--- config.mk ---
export PLATFORM = sky130hd
export DESIGN_NAME = pipe_ctrl_chain
export DESIGN_NICKNAME = d
export VERILOG_FILES = /design/src/rtl/pipe_ctrl_pkg.sv /design/src/rtl/pipe_ctrl_stage.sv /design/src/rtl/pipe_ctrl_chain.sv
export SDC_FILE = /design/constraint.sdc
export NUM_CORES = 1
export LEC_CHECK = 0
export BUFFER_PORTS_ARGS = -buffer_cell sky130_fd_sc_hd__buf_2
export CAP_MARGIN = 30
export CORE_ASPECT_RATIO = 0.75
export CORE_MARGIN = 2
export CORE_UTILIZATION = 43
export CTS_CLUSTER_SIZE = 12
export DETAILED_ROUTE_END_ITERATION = 16
export HOLD_SLACK_MARGIN = 0.05
export PLACE_DENSITY = 0.85
export REMOVE_ABC_BUFFERS = 1
export SETUP_SLACK_MARGIN = 0.2
export SLEW_MARGIN = 15
export SYNTH_ARGS = -nofsm -noshare
export SYNTH_HDL_FRONTEND = slang
export SYNTH_SLANG_ARGS = --single-unit
--- constraint.sdc ---
create_clock -name clk -period 2.5 [get_ports clk]
set_clock_uncertainty 0.15 [all_clocks]
set_input_delay 0.375 -clock clk [delete_from_list [all_inputs] [get_ports clk]]
set_output_delay 0.375 -clock clk [all_outputs]
set_load 0.02 [all_outputs]
--- src/rtl/pipe_ctrl_pkg.sv ---
// Shared types for the control-signal pipeline: stage actions and counter sizing.
// Latency: n/a (types and helpers only).
// Backpressure: n/a.
package pipe_ctrl_pkg;

  // What a stage register does at the next rising edge
  typedef enum logic [1:0] {
    ACT_LOAD   = 2'd0,  // take upstream bundle
    ACT_HOLD   = 2'd1,  // keep current bundle
    ACT_FLUSH  = 2'd2,  // clear because the hazard unit asked for it
    ACT_BUBBLE = 2'd3   // clear because upstream is frozen but this stage moves on
  } act_e;

  localparam int CNT_W = 16;
  localparam logic [CNT_W-1:0] CNT_MAX = '1;

  // Saturating increment used by the statistics counters
  function automatic logic [CNT_W-1:0] sat_inc(input logic [CNT_W-1:0] v, input logic en);
    return (en && (v != CNT_MAX)) ? v + 1'b1 : v;
  endfunction

endpackage

--- src/rtl/pipe_ctrl_stage.sv ---
// One control-pipeline stage: WIDTH-bit bundle plus valid, updated by an action select.
// Latency: 1 cycle from ctrl_i/valid_i to ctrl_o/valid_o on ACT_LOAD.
// Backpressure: none locally; ACT_HOLD freezes the register, the parent decides when.
module pipe_ctrl_stage
  import pipe_ctrl_pkg::*;
#(
  parameter int WIDTH = 5
) (
  input  logic             clk,
  input  logic             rst_n,
  input  act_e             act_i,
  input  logic [WIDTH-1:0] ctrl_i,
  input  logic             valid_i,
  output logic [WIDTH-1:0] ctrl_o,
  output logic             valid_o
);

  logic [WIDTH-1:0] ctrl_d, ctrl_q;
  logic             valid_d, valid_q;

  // Select the next bundle from the requested action; flush and bubble both empty the slot
  always_comb begin
    ctrl_d  = ctrl_q;
    valid_d = valid_q;
    case (act_i)
      ACT_LOAD: begin
        ctrl_d  = ctrl_i;
        valid_d = valid_i;
      end
      ACT_FLUSH, ACT_BUBBLE: begin
        ctrl_d  = '0;
        valid_d = 1'b0;
      end
      default: ;
    endcase
  end

  // Stage register, cleared asynchronously
  always_ff @(posedge clk or negedge rst_n) begin
    if (!rst_n) begin
      ctrl_q  <= '0;
      valid_q <= 1'b0;
    end else begin
      ctrl_q  <= ctrl_d;
      valid_q <= valid_d;
    end
  end

  assign ctrl_o  = ctrl_q;
  assign valid_o = valid_q;

endmodule

--- src/rtl/pipe_ctrl_chain.sv ---
// DEPTH-stage control-bundle pipeline with per-stage stall/flush, stall back-propagation and entry gating.
// Latency: ctrl_i appears on stage s output s+1 cycles after capture when nothing stalls.
// Backpressure: hold_o[s] = stall at s or any later stage; upstream logic must freeze while hold_o[0]=1.
// Optional statistics counters are built when PIPE_CTRL_STATS_EN is defined; otherwise the outputs are 0.
module pipe_ctrl_chain
  import pipe_ctrl_pkg::*;
#(
  parameter int               WIDTH     = 5,
  parameter int               DEPTH     = 2,
  parameter logic [WIDTH-1:0] COND_MASK = WIDTH'(5'b11110)
) (
  input  logic                   clk,
  input  logic                   rst_n,
  input  logic [WIDTH-1:0]       ctrl_i,
  input  logic                   valid_i,
  input  logic                   cond_pass_i,
  input  logic [DEPTH-1:0]       stall_i,
  input  logic [DEPTH-1:0]       flush_i,
  output logic [DEPTH*WIDTH-1:0] ctrl_o,
  output logic [DEPTH-1:0]       valid_o,
  output logic [DEPTH-1:0]       hold_o,
  output logic [CNT_W-1:0]       stall_cnt_o,
  output logic [CNT_W-1:0]       bubble_cnt_o
);

  logic [WIDTH-1:0] in0_ctrl;
  logic             in0_vld;
  logic [DEPTH-1:0] hold;
  logic [DEPTH-1:0] up_hold;
  act_e             act [DEPTH];
  logic [WIDTH-1:0] st_ctrl [DEPTH];
  logic             st_vld  [DEPTH];

  // Entry gating: a failed condition kills write-type enables, an invalid slot carries no control at all
  always_comb begin
    in0_vld  = valid_i;
    in0_ctrl = valid_i ? (ctrl_i & ~(COND_MASK & {WIDTH{~cond_pass_i}})) : '0;
  end

  // A stall at any stage freezes that stage and everything upstream of it
  always_comb begin
    hold            = '0;
    hold[DEPTH-1]   = stall_i[DEPTH-1];
    for (int s = DEPTH - 2; s >= 0; s--) begin
      hold[s] = stall_i[s] | hold[s+1];
    end
  end

  // Whether the stage feeding stage s is frozen (stage 0 is fed by the entry, never frozen here)
  always_comb begin
    up_hold = '0;
    for (int s = 1; s < DEPTH; s++) begin
      up_hold[s] = hold[s-1];
    end
  end

  // Per-stage action: flush beats hold beats load; a moving stage behind a frozen one takes a bubble
  always_comb begin
    for (int s = 0; s < DEPTH; s++) begin
      if (flush_i[s])      act[s] = ACT_FLUSH;
      else if (hold[s])    act[s] = ACT_HOLD;
      else if (up_hold[s]) act[s] = ACT_BUBBLE;
      else                 act[s] = ACT_LOAD;
    end
  end

  for (genvar g = 0; g < DEPTH; g++) begin : g_stage
    logic [WIDTH-1:0] d_ctrl;
    logic             d_vld;

    if (g == 0) begin : g_head
      assign d_ctrl = in0_ctrl;
      assign d_vld  = in0_vld;
    end else begin : g_body
      assign d_ctrl = st_ctrl[g-1];
      assign d_vld  = st_vld[g-1];
    end

    pipe_ctrl_stage #(
      .WIDTH(WIDTH)
    ) u_stage (
      .clk     (clk),
      .rst_n   (rst_n),
      .act_i   (act[g]),
      .ctrl_i  (d_ctrl),
      .valid_i (d_vld),
      .ctrl_o  (st_ctrl[g]),
      .valid_o (st_vld[g])
    );

    assign ctrl_o[g*WIDTH +: WIDTH] = st_ctrl[g];
    assign valid_o[g]               = st_vld[g];
  end

  assign hold_o = hold;

`ifdef PIPE_CTRL_STATS_EN
  logic [CNT_W-1:0] stall_cnt_d, stall_cnt_q;
  logic [CNT_W-1:0] bubble_cnt_d, bubble_cnt_q;
  logic             bubble_evt;

  // Count frozen-entry cycles and cycles in which any stage is emptied by flush or hold-split
  always_comb begin
    bubble_evt = 1'b0;
    for (int s = 0; s < DEPTH; s++) begin
      if ((act[s] == ACT_FLUSH) || (act[s] == ACT_BUBBLE)) bubble_evt = 1'b1;
    end
    stall_cnt_d  = sat_inc(stall_cnt_q, hold[0]);
    bubble_cnt_d = sat_inc(bubble_cnt_q, bubble_evt);
  end

  // Statistics registers, saturating
  always_ff @(posedge clk or negedge rst_n) begin
    if (!rst_n) begin
      stall_cnt_q  <= '0;
      bubble_cnt_q <= '0;
    end else begin
      stall_cnt_q  <= stall_cnt_d;
      bubble_cnt_q <= bubble_cnt_d;
    end
  end

  assign stall_cnt_o  = stall_cnt_q;
  assign bubble_cnt_o = bubble_cnt_q;
`else
  assign stall_cnt_o  = '0;
  assign bubble_cnt_o = '0;
`endif

endmodule

==> results summary, run 1 <==
Yosys printed 0 warnings. At the worst endpoint, the required time is between 1.5 and 2 ns. The number of iterations in the first detailed-routing pass is 2. The horizontal die dimension came out at 54.9 um. Counting instances in the post-synthesis netlist gives the leading cell types as 35 x buf_4, 12 x dfrtp_1, 8 x a21oi_1. The core area is ~0.0018 mm^2.

The startpoint identified for the worst hold timing path is flush_i[1]. The total number of placement rows is 13. After synthesis, the share of flip-flops with an asynchronous set or reset is between 90% and 100%.

The routed via count divided by cell count came out at roughly 4.2. The number of global-route vias before repair is 495. For this configuration, the core starts out at a cell density of 46.8%. The post-synthesis share of cell area spent on and, or, nand and nor gates came out at about 17%. The placer's final routability congestion estimate came out at between 0.7 and 0.8. The DRC violation count after routing came out at 0. The first global-routing pass estimated approximately 2100 um of wire. Clock tree synthesis inserted a total of 3 buffers. Detailed placement finished with a half-perimeter wire length of just over 1000 um.

The clock drives 12 sinks. In this run the critical register-to-register path is launched from g_stage[0].u_stage.ctrl_o[4]. Averaged over all synthesized cells, the footprint is roughly 9.2 um^2. The minimum clock period after layout is 1.61 ns. The cell area that synthesis handed to floorplanning was ~840 um^2. The total of fill cells in the finished design is about 170. Yosys attributes the largest share of cell area to dfrtp_1 36%, buf_4 31%, or3b_1 7.3%, a21oi_1 4.8%, or4b_1 4.8%. The overall routing resource usage is about 13%. Static timing analysis puts the maximum clock frequency at between 600 and 700 MHz. Counting both buffers and inverters, the worst setup path holds a total of 3. Along the worst path, the maximum fanout reaches 22. The count of max-cap constraint violations came out at 0. The worst hold path depth came out at 2. The share of the synthesized netlist area taken by xor and xnor gates is 0%. The routed wire length is approximately 1400 um.

dfrtp_1 takes more of the synthesized area than any other cell. The worst setup path is launched from a primary input. The total power density per cell area is 468 mW/mm^2.

The reg2reg setup slack is about 1.4 ns. The adder-cell share of the synthesized area came out at 0%. The number of hold violations in the final report came to 0. The area growth from synthesis to layout is 2.39%. The sequential-to-total area share from yosys stat came out at 35.9%. Broken down by cell family, the worst path's largest delay share belongs to buffers and inverters. The number of synthesized flops with an enable pin is 0. The total power consumption of the routed design came out at about 400 uW.

The initial antenna violation count is 0. The floorplan step defined a die boundary enclosing approximately 0.0023 mm^2. The largest family of logic cells by synthesized area is buffers and inverters.

Entering global routing, the biggest net connects 23 pins. The area share of the largest cell type after synthesis is 35.9%. In the final timing run, aggregate negative setup slack is 0 ns.

The worst path uses between 60 and 70% of the clock period. The buffer depth of the longest clock path came out at 2. The number of hold buffers added after CTS was 1.

After global routing the overflow that remains totals 0. The layout net count is 128. On the critical path, the stage with the largest delay is an instance of nor2_1. The layout cell share with drive strength beyond 1 came out at 25.7%.

The number of primary I/O pins is slightly below 60. From bottom edge to top edge, the die measures between 40 and 50 um. The run finished with clean final reports.

Post-CTS timing repair inserted 0 buffers for setup. The number of max-slew violations in the final report came out at 0. The count of input and output buffers is 26.

The later pin in the worst-skew pair is clocked with a latency of roughly 0.27 ns. The number of failing setup endpoints in the final timing report came out at 0. Walking the worst path, the cells encountered are buf_2 > nor2_1 > inv_1 > buf_2.

The depth of the worst register-to-register path came out at 2. The worst min-delay path category is in2reg. In this design, the stage delay of the slowest critical-path cell is approximately 0.28 ns. STA classifies the critical path endpoint as an output pin.

The synthesized netlist devotes between 10% and 20% of its cell area to compound gates. The number of nets with antenna violations after routing came out at 0. The class of the most critical setup path is in2out. The total of cells resized after clock tree synthesis is 0.

The leakage power summed over all cells is about 0.00045 uW. The arrival time at the worst endpoint came out at approximately 1.1 ns. Clock tree synthesis selected as its root buffer the cell clkbuf_4. The total vias in the final route came out at around 570. The cell with the most instances on the worst path is buf_2. The number of storage elements in the synthesis netlist is 12. VDD sags by at most around 0.37 mV.

The multiplexer fraction of the synthesized cell area is 0%. Tracing the worst setup path back leads to its startpoint at stall_i[1]. Setup repair after global routing left no endpoint under its margin. The number of design-rule violations left by the first detailed-router iteration came out at 5.

The critical path crosses 4 cells after its start point. The instance count of the mapped netlist is a little over 90. The number of H-tree levels is 1. By instance count, the leading cell after synthesis is buf_4. The number of antenna repair diodes is 0. The average wire per standard cell came out at 10.1 um. The most used flip-flop cell after synthesis is dfrtp_1. Counting distinct cell types in the post-synthesis netlist gives 15. The TritonCTS clock tree is yes. After clock tree synthesis, the clock-pin slew on the worst setup and hold paths is ~0.060 ns.
## routing by layer
layer	vias to the layer above	share of wire, %	track usage [%]	routed length (um)
met1	244	40	14.8	551
li1	284	-	-	-
met4	0	1.9	5.85	26
met2	38	44	19.0	596
met3	5	14	7.14	190
met5	-	0	0	0
## registers in the layout (all words and copies together) (netlist names)
name and flops:
g_stage.u_stage.ctrl_o 10, g_stage.u_stage.valid_o 2
## worst paths after layout
kind,endpoint
max in group asynchronous,g_stage[1].u_stage.valid_o
max,hold_o[0]
min in group asynchronous,g_stage[0].u_stage.ctrl_o[1]
min,g_stage[1].u_stage.ctrl_o[1]
min reg2reg,g_stage[1].u_stage.ctrl_o[1]
max reg2reg,g_stage[1].u_stage.ctrl_o[4]
## placed cells by master, fill, tap and decap left out, drive strengths merged
cell type and count:
nand4bb 1, a21oi 8, dlygate4sd3 1, clkbuf 3
dfrtp 12, o21ai 2, inv 5, o32ai 4
nand2 7, or4b 4, nor2 1, or3b 7
conb 32, buf 26
## cell families after synthesis
family                 Yosys count
AOI/OAI and AO/OA               14
other                            1
DFF                             12
and+or+nand+nor                 20
buffers and inverters           44
## layout make-up
| type | instances | area (um^2) | area share [%] |
|---|---|---|---|
| tap | 22 | 27.5 | 3.21 |
| sequential | 12 | 300 | 35.0 |
| timing repair buffer | 27 | 140 | 16.4 |
| multi-input combinational | 66 | 348 | 40.6 |
| clock buffer | 3 | 22.5 | 2.63 |
| inverter | 5 | 18.8 | 2.19 |
## stage by stage
step                hold WS [ns]  setup WS (ns)  instances  cell area (um^2)  util [%]
floorplan                -0.0706           1.24         83               667         -
global placement           0.109          0.945        131               825      46.1
detailed placement         0.115          0.893        131               825      46.1
CTS                        0.171          0.886        135               857      47.9
global route               0.189          0.809        135               857      47.9
finish                     0.175          0.887        135               857      47.9
## power breakdown
group	internal, uW	switching [uW]
Sequential	197	1.99
Combinational	16.5	69.2
Clock	55.8	60.8
Total	269	132
Note: power is estimated with default switching activity, not from simulation.
==> run 2: changes to the inputs <==
--- a/config.mk
+++ b/config.mk
@@ -9,11 +9,11 @@
 export CAP_MARGIN = 30
 export CORE_ASPECT_RATIO = 0.75
 export CORE_MARGIN = 2
-export CORE_UTILIZATION = 43
+export CORE_UTILIZATION = 40
 export CTS_CLUSTER_SIZE = 12
 export DETAILED_ROUTE_END_ITERATION = 16
 export HOLD_SLACK_MARGIN = 0.05
-export PLACE_DENSITY = 0.85
+export PLACE_DENSITY = 0.8
 export REMOVE_ABC_BUFFERS = 1
 export SETUP_SLACK_MARGIN = 0.2
 export SLEW_MARGIN = 15
==> constraint.sdc (replaced) <==
create_clock -name clk -period 1.6 [get_ports clk]
set_clock_uncertainty 0.15 [all_clocks]
set_input_delay 0.24 -clock clk [delete_from_list [all_inputs] [get_ports clk]]
set_output_delay 0.24 -clock clk [all_outputs]
set_load 0.02 [all_outputs]
==> run 2 against run 1 <==
Effect of this change:
- final cell count is 3.0% higher
- wire length is 5.6% lower
- sequential share of layout area is 1.1 points lower
- hold slack worse by 0.089 ns
- register-to-register slack worse by 0.87 ns
- final area is 3.4% higher
- global-route usage is 1.9 points lower
- worst setup slack worse by 0.53 ns
- die area is 6.9% higher
- power is 71% higher
==> results summary, run 2 (same netlist as run 1, synthesis figures left out) <==
The flow ran to the end, and the final reports show no timing, DRC or antenna violations. The number of sinks driven by the clock tree came to 12 (unchanged). The number of placed instances, taps included is 133 (+1.5%).

The post-CTS clock slew at the launch and capture registers of the worst setup and hold paths came out at 0.08 ns (+0.02 ns). The total number of placement rows was 14 (+1). The number of antenna repair diodes is 0 (unchanged). The number of primary I/O pins is 59 (unchanged). The routed via count divided by cell count came out at 4.18 (-1.2%). The post-DP HPWL came out at 988 um (-4.5%). The total vias in the final route came out at 581 (+1.8%). The number of nets with antenna violations after routing came to 0 (unchanged). The maximum fanout along the worst path came out at 22 (unchanged). The clock insertion delay at the later pin of the skew report was 0.26 ns (about the same). The flip-flop count of the largest register after layout came to 10 (unchanged).

The placed cell area came out at 827 um^2 (+0.30%). The TritonCTS clock tree is yes. Leaving out fill and tap cells, the most frequent cell in the layout is conb_1. The share of power burned in combinational logic came out at 19.9% (-1.4 points).

The worst register-to-register path ends at g_stage[1].u_stage.ctrl_o[4]. The number of buffers inserted during clock tree synthesis came to 3 (unchanged). The internal power contribution came to 473 uW (+76%).

The count of placed standard cells in the final layout, fillers left out is 139 (+3.0%). The switching component of the power was 212 uW (+61%). The depth of the worst register-to-register path came out at 2 (unchanged). The initial core utilization is 41.9% (-4.9 points). The capture point of the worst path is hold_o[0]. Tracing the worst setup path back leads to its startpoint at stall_i[1]. The horizontal die dimension is 56.8 um (+3.4%). The relative area change from synthesis to final layout came out at 5.83%. The routed wire length came out at 1290 um (-5.6%). The final cell area excluding filler cells is 886 um^2 (+3.4%).

The number of H-tree levels is 1 (unchanged). The DRC violation count after routing came out at 0 (unchanged). Leaving out fill and tap cells, the most frequent cells in the layout are 32 x conb_1, 26 x buf_2, 12 x dfrtp_1, 8 x a21oi_1. The count of input and output buffers came out at 26 (unchanged). The count of max-cap constraint violations came to 0 (unchanged).

The highest attainable clock frequency came out at 806 MHz. The number of hold violations in the final report came to 0 (unchanged). The number of global-route vias before repair came out at 491 (-0.81%). The end-of-flow core utilization came out at 44.4% (-3.5 points). The number of iterations in the first detailed-routing pass came to 4 (+2). In this run the worst hold path is classified as in2reg. The number of max-slew violations in the final report was 0 (unchanged). Setup repair after global routing left no endpoint under its margin. The layout net count was 129 (+0.78%). The initial antenna violation count was 0 (unchanged). The total negative slack for setup checks came to 0 ns (unchanged).

The floorplan die area came out at 0.00248 mm^2 (+6.9%). The maximum number of pins on one net before global-route repair came out at 23 (unchanged). The number of design-rule violations left by the first detailed-router iteration came to 8 (+3). The number of failing setup endpoints in the final timing report is 0 (unchanged). The part of the power in the clock network came to 34.8% (+5.7 points). The cell sitting at the root of the clock tree is a clkbuf_4. The layout cell share with drive strength beyond 1 is 27.0% (+1.3 points). The reg2reg setup slack came out at 0.52 ns (-0.87 ns).

The peak ir drop on the vdd network is 0.537 mV (+47%). The leakage power summed over all cells is 0.000464 uW (+2.5%). The type of destination of the critical path is an output pin. The wire length of the first global-routing pass came out at 2130 um (+1.7%). The total power consumption of the routed design is 685 uW (+71%). The buffer depth of the longest clock path came out at 2 (unchanged). The average wire per standard cell is 9.27 um (-8.4%). Subtracting the final worst setup slack from the clock period gives between 1 and 1.5 ns.

The total of fill cells in the finished design is 195 (+14%). The switching part of the total power came out at 30.9% (-1.9 points). The critical path in this run is classified as in2out. The total power density per cell area came out at 773 mW/mm^2 (+65%). The vertical die dimension came to 43.6 um (+3.3%). The final critical-path share of the clock period came out at 77.5%. The kind of start point of the critical path is a primary input.

The worst path required time is 1.21 ns (-0.77 ns). The proportion of power drawn by flip-flops and latches is 45.3% (-4.3 points). The core area is 0.00200 mm^2 (+12%). The overall routing resource usage came out at 11.0% (-1.9 points). The placer's final routability congestion estimate came to 0.694 (-6.1%). The arrival time at the worst endpoint came out at 0.85 ns (-0.24 ns). The startpoint of the worst register-to-register path is g_stage[0].u_stage.ctrl_o[4]. The overflow left after global routing is 0 (unchanged).
run 2: area by class of cell:
type / count / area [um^2] / share of cell area [%]
multi-input combinational: 66 / 350 / 39.5
sequential: 12 / 300 / 33.9
timing repair buffer: 28 / 150 / 16.9
clock buffer: 4 / 36.3 / 4.10
tap: 24 / 30.0 / 3.39
inverter: 5 / 18.8 / 2.12
run 2: power groups by stage:
stage / clock (uW) / combinational (uW) / sequential [uW]
3_5_place_dp: 0 / 131 / 316
2_1_floorplan: 0 / 80.9 / 322
4_1_cts: 245 / 135 / 310
6_report: 239 / 136 / 310
3_3_place_gp: 0 / 128 / 316
5_1_grt: 261 / 149 / 311
run 2: through the flow:
| stage | hold slack, ns | setup WS, ns |
|---|---|---|
| final | 0.0854 | 0.359 |
| after global routing | 0.0802 | 0.253 |
| after CTS | 0.0701 | 0.256 |
| after detailed placement | -0.0201 | 0.266 |
| after global placement | -0.0296 | 0.309 |
| after floorplan | -0.206 | 0.451 |
run 2: worst min path at each step:
stage,startpoint,end,slack (ns),cells after the start
5_1_grt,flush_i[0],g_stage[0].u_stage.valid_o,0.08,2
3_3_place_gp,rst_n,g_stage[0].u_stage.ctrl_o[2],-0.03,1
3_5_place_dp,rst_n,g_stage[0].u_stage.ctrl_o[4],-0.02,1
4_1_cts,flush_i[0],g_stage[0].u_stage.valid_o,0.07,2
2_1_floorplan,rst_n,g_stage[0].u_stage.ctrl_o[0],-0.21,0
6_report,flush_i[0],g_stage[0].u_stage.valid_o,0.09,2
run 2: timing repair:
item | in CTS | in global routing
endpoints found under the setup margin | 0 | 1
setup buffers | 0 | 0
hold endpoints to repair | 18 | 0
hold buffers | 2 | 0
resized for setup | 0 | 1
run 2: worst max-delay path, stage by stage:
cell and delay, ns:
buf_2 0.20, nor2_2 0.20, inv_1 0.05, buf_2 0.15
run 2: routing by layer:
layer | vias up | part of all wire, % | GRT usage, %
li1 | 289 | - | -
met1 | 257 | 40 | 13.9
met2 | 35 | 50 | 18.1
met3 | 0 | 10 | 2.99
met4 | 0 | 0 | 4.19
met5 | - | 0 | 0
==> run 3: changes to the inputs <==
==> constraint.sdc (replaced) <==
create_clock -name clk -period 1.2 [get_ports clk]
set_clock_uncertainty 0.15 [all_clocks]
set_input_delay 0.18 -clock clk [delete_from_list [all_inputs] [get_ports clk]]
set_output_delay 0.18 -clock clk [all_outputs]
set_load 0.02 [all_outputs]
==> run 3 against run 2 <==
Effect of this change:
- hold slack lost 0.028 ns
- first-iteration DRC count shrank 13%
- non-clock buffer count grew 13
- clock-buffer cell count is the same
==> results summary, run 3 (same netlist as run 1, synthesis figures left out) <==
The run finished with clean final reports. For this run, the top clock speed supported by timing is approximately 850 MHz. The total number of placement rows is 14 (unchanged). The number of max-slew violations in the final report is 0 (unchanged). The average wire per standard cell came out at 11.9 um (+28%).

The number of hold violations in the final report came out at 0 (unchanged). The arrival time at the worst endpoint came out at 0.84 ns (about the same). The final critical-path share of the clock period came out at between 90% and 100%. The floorplan die area was 0.00248 mm^2 (unchanged).

The number of placed instances, taps included came out at 138 (+3.8%). The number of failing setup endpoints in the final timing report is 0 (unchanged). The critical path is of the reg2out type. The DRC violation count after routing came out at 0 (unchanged).

The total vias in the final route came out at 652 (+12%). The flip-flop count of the largest register after layout is 10 (unchanged). In this run the most used layer during global routing was met2.

The post-DP HPWL is 1120 um (+13%). The number of buffers inserted for hold repair after clock tree synthesis is 4 (+2). The vertical die dimension is 43.6 um (unchanged). The post-CTS clock slew at the launch and capture registers of the worst setup and hold paths is 0.09 ns (about the same). The count of placed standard cells in the final layout, fillers left out came to 152 (+9.4%). The count of max-cap constraint violations is 0 (unchanged). The number of H-tree levels was 1 (unchanged). Leaving out fill and tap cells, the most frequent cell in the layout is conb_1. The routed wire length came out at 1810 um (+40%). The number of sinks driven by the clock tree was 12 (unchanged). The signal on the critical path passes through buf_6. The total power density per cell area came to 855 mW/mm^2 (+11%). The maximum number of pins on one net before global-route repair came to 19 (-17%). The overflow left after global routing is 0 (unchanged). The initial antenna violation count was 0 (unchanged). The number of antenna repair diodes was 0 (unchanged).

The placer's final routability congestion estimate came to 0.696 (+0.30%). The kind of cell with the highest combined delay along the critical path is flip-flops. The wire length of the first global-routing pass came out at 2530 um (+18%). The layout net count came out at 142 (+10%). The placed cell area came to 865 um^2 (+4.5%). The library cells used most frequently in the layout, excluding fill and tap cells, are 32 x conb_1, 15 x buf_6, 12 x dfrtp_1, 12 x buf_2, 10 x buf_4. STA classifies the critical path startpoint as a flip-flop. The clock insertion delay at the later pin of the skew report came out at 0.26 ns (about the same).

The core area was 0.00200 mm^2 (unchanged). The initial core utilization is 41.9% (unchanged). The worst path required time came to 0.87 ns (-0.34 ns).

The worst hold-check slack came out at 0.0579 ns (-0.0275 ns). The number of iterations in the first detailed-routing pass is 4 (unchanged). The count of input and output buffers came out at 26 (unchanged). The number of global-route vias before repair is 569 (+16%). The layout cell share with drive strength beyond 1 was 44.5% (+18 points). The delay contributed by the slowest stage of the critical path is 0.42 ns (+0.22 ns). The met2 usage came out at 25.8% (+7.7 points).

From synthesis to final layout, the design area changed by 36.2%. The number of nets with antenna violations after routing came out at 0 (unchanged). The peak ir drop on the vdd network was 0.469 mV (-13%).

The final cell area excluding filler cells is 0.00114 mm^2 (+29%). The number of buffers inserted during clock tree synthesis is 3 (unchanged). The cell at the root of the clock tree is clkbuf_4. The maximum fanout along the worst path was 3 (-86%). TritonCTS built the clock tree.

The routed via count divided by cell count is 4.29 (+2.6%). In this run the worst hold path is classified as in2reg. The minimum clock period after layout is 1.17 ns.

The global routing usage on met1 was 13.9% (-0.078 points). The count of buffering cells on the critical path with inverters included came out at 1 (-2). The horizontal die dimension is 56.8 um (unchanged). The type of destination of the critical path is an output pin.

The buffer depth of the longest clock path came out at 2 (unchanged). The overall routing resource usage came out at 13.2% (+2.2 points). The leakage power summed over all cells came out at 0.000558 uW (+20%). The total negative slack for setup checks came out at 0 ns (unchanged). The number of design-rule violations left by the first detailed-router iteration is 7 (-1). The routing usage on met3 came out at 3.58% (+0.60 points). Setup repair after global routing could not meet its margin everywhere. Among all stages on the critical path, the largest delay is contributed by dfrtp_1. The number of primary I/O pins is 59 (unchanged). The total power consumption of the routed design is 974 uW (+42%).
-- run 3: cell count changes in the layout (fill, tap and decap cells not counted), sizes merged --
cell / before / now
buf: 26 / 37
dlygate4sd3: 2 / 4
-- run 3: metrics by stage --
| stage | utilization, % | setup slack [ns] |
|---|---|---|
| finish | 57.1 | 0.0265 |
| detailed placement | 43.3 | -0.0966 |
| floorplan | - | 0.0509 |
| global route | 57.1 | -0.00489 |
| global placement | 43.3 | -0.0104 |
| CTS | 53.1 | 0.0264 |
-- run 3: path summary, 6_finish.rpt --
check	cells past startpoint	start	slack, ns	endpoint
max	1	g_stage[0].u_stage.ctrl_o[4]	0.03	ctrl_o[4]
max reg2reg	2	g_stage[0].u_stage.ctrl_o[0]	0.06	g_stage[1].u_stage.ctrl_o[0]
max in group asynchronous	2	rst_n	0.51	g_stage[1].u_stage.ctrl_o[0]
min in group asynchronous	2	rst_n	0.16	g_stage[0].u_stage.ctrl_o[2]
min reg2reg	2	g_stage[1].u_stage.ctrl_o[2]	0.42	g_stage[1].u_stage.ctrl_o[2]
min	3	valid_i	0.06	g_stage[0].u_stage.ctrl_o[0]
-- run 3: layout make-up --
class | instances | area [um^2]
fillers | 175 | 857
multi-input cells | 66 | 410
repair buffers | 41 | 344
flip-flops and latches | 12 | 300
clock buffers | 4 | 36.3
well taps | 24 | 30.0
inverters | 5 | 18.8
-- run 3: repair_timing --
action,in CTS,in global routing
resized for setup,29,18
pin swaps,7,4
buffers inserted,3,3
endpoints found under the hold margin,19,1
endpoints found under the setup margin,20,23
-- run 3: metal layers --
layer / vias to the layer above / wire [um]
met2: 39 / 966
met4: 0 / 0
li1: 311 / -
met3: 0 / 151
met5: - / 0
met1: 302 / 687
-- run 3: worst min-delay path: stages --
cell       delay (ns)
buf_2            0.11
nand4bb_1        0.09
a21oi_1          0.06
-- run 3: report_power, final --
group	switching [uW]	total, uW	internal, uW
sequential	6.01	416	410
combinational	161	230	69.6
clock	144	328	184
total	311	974	664
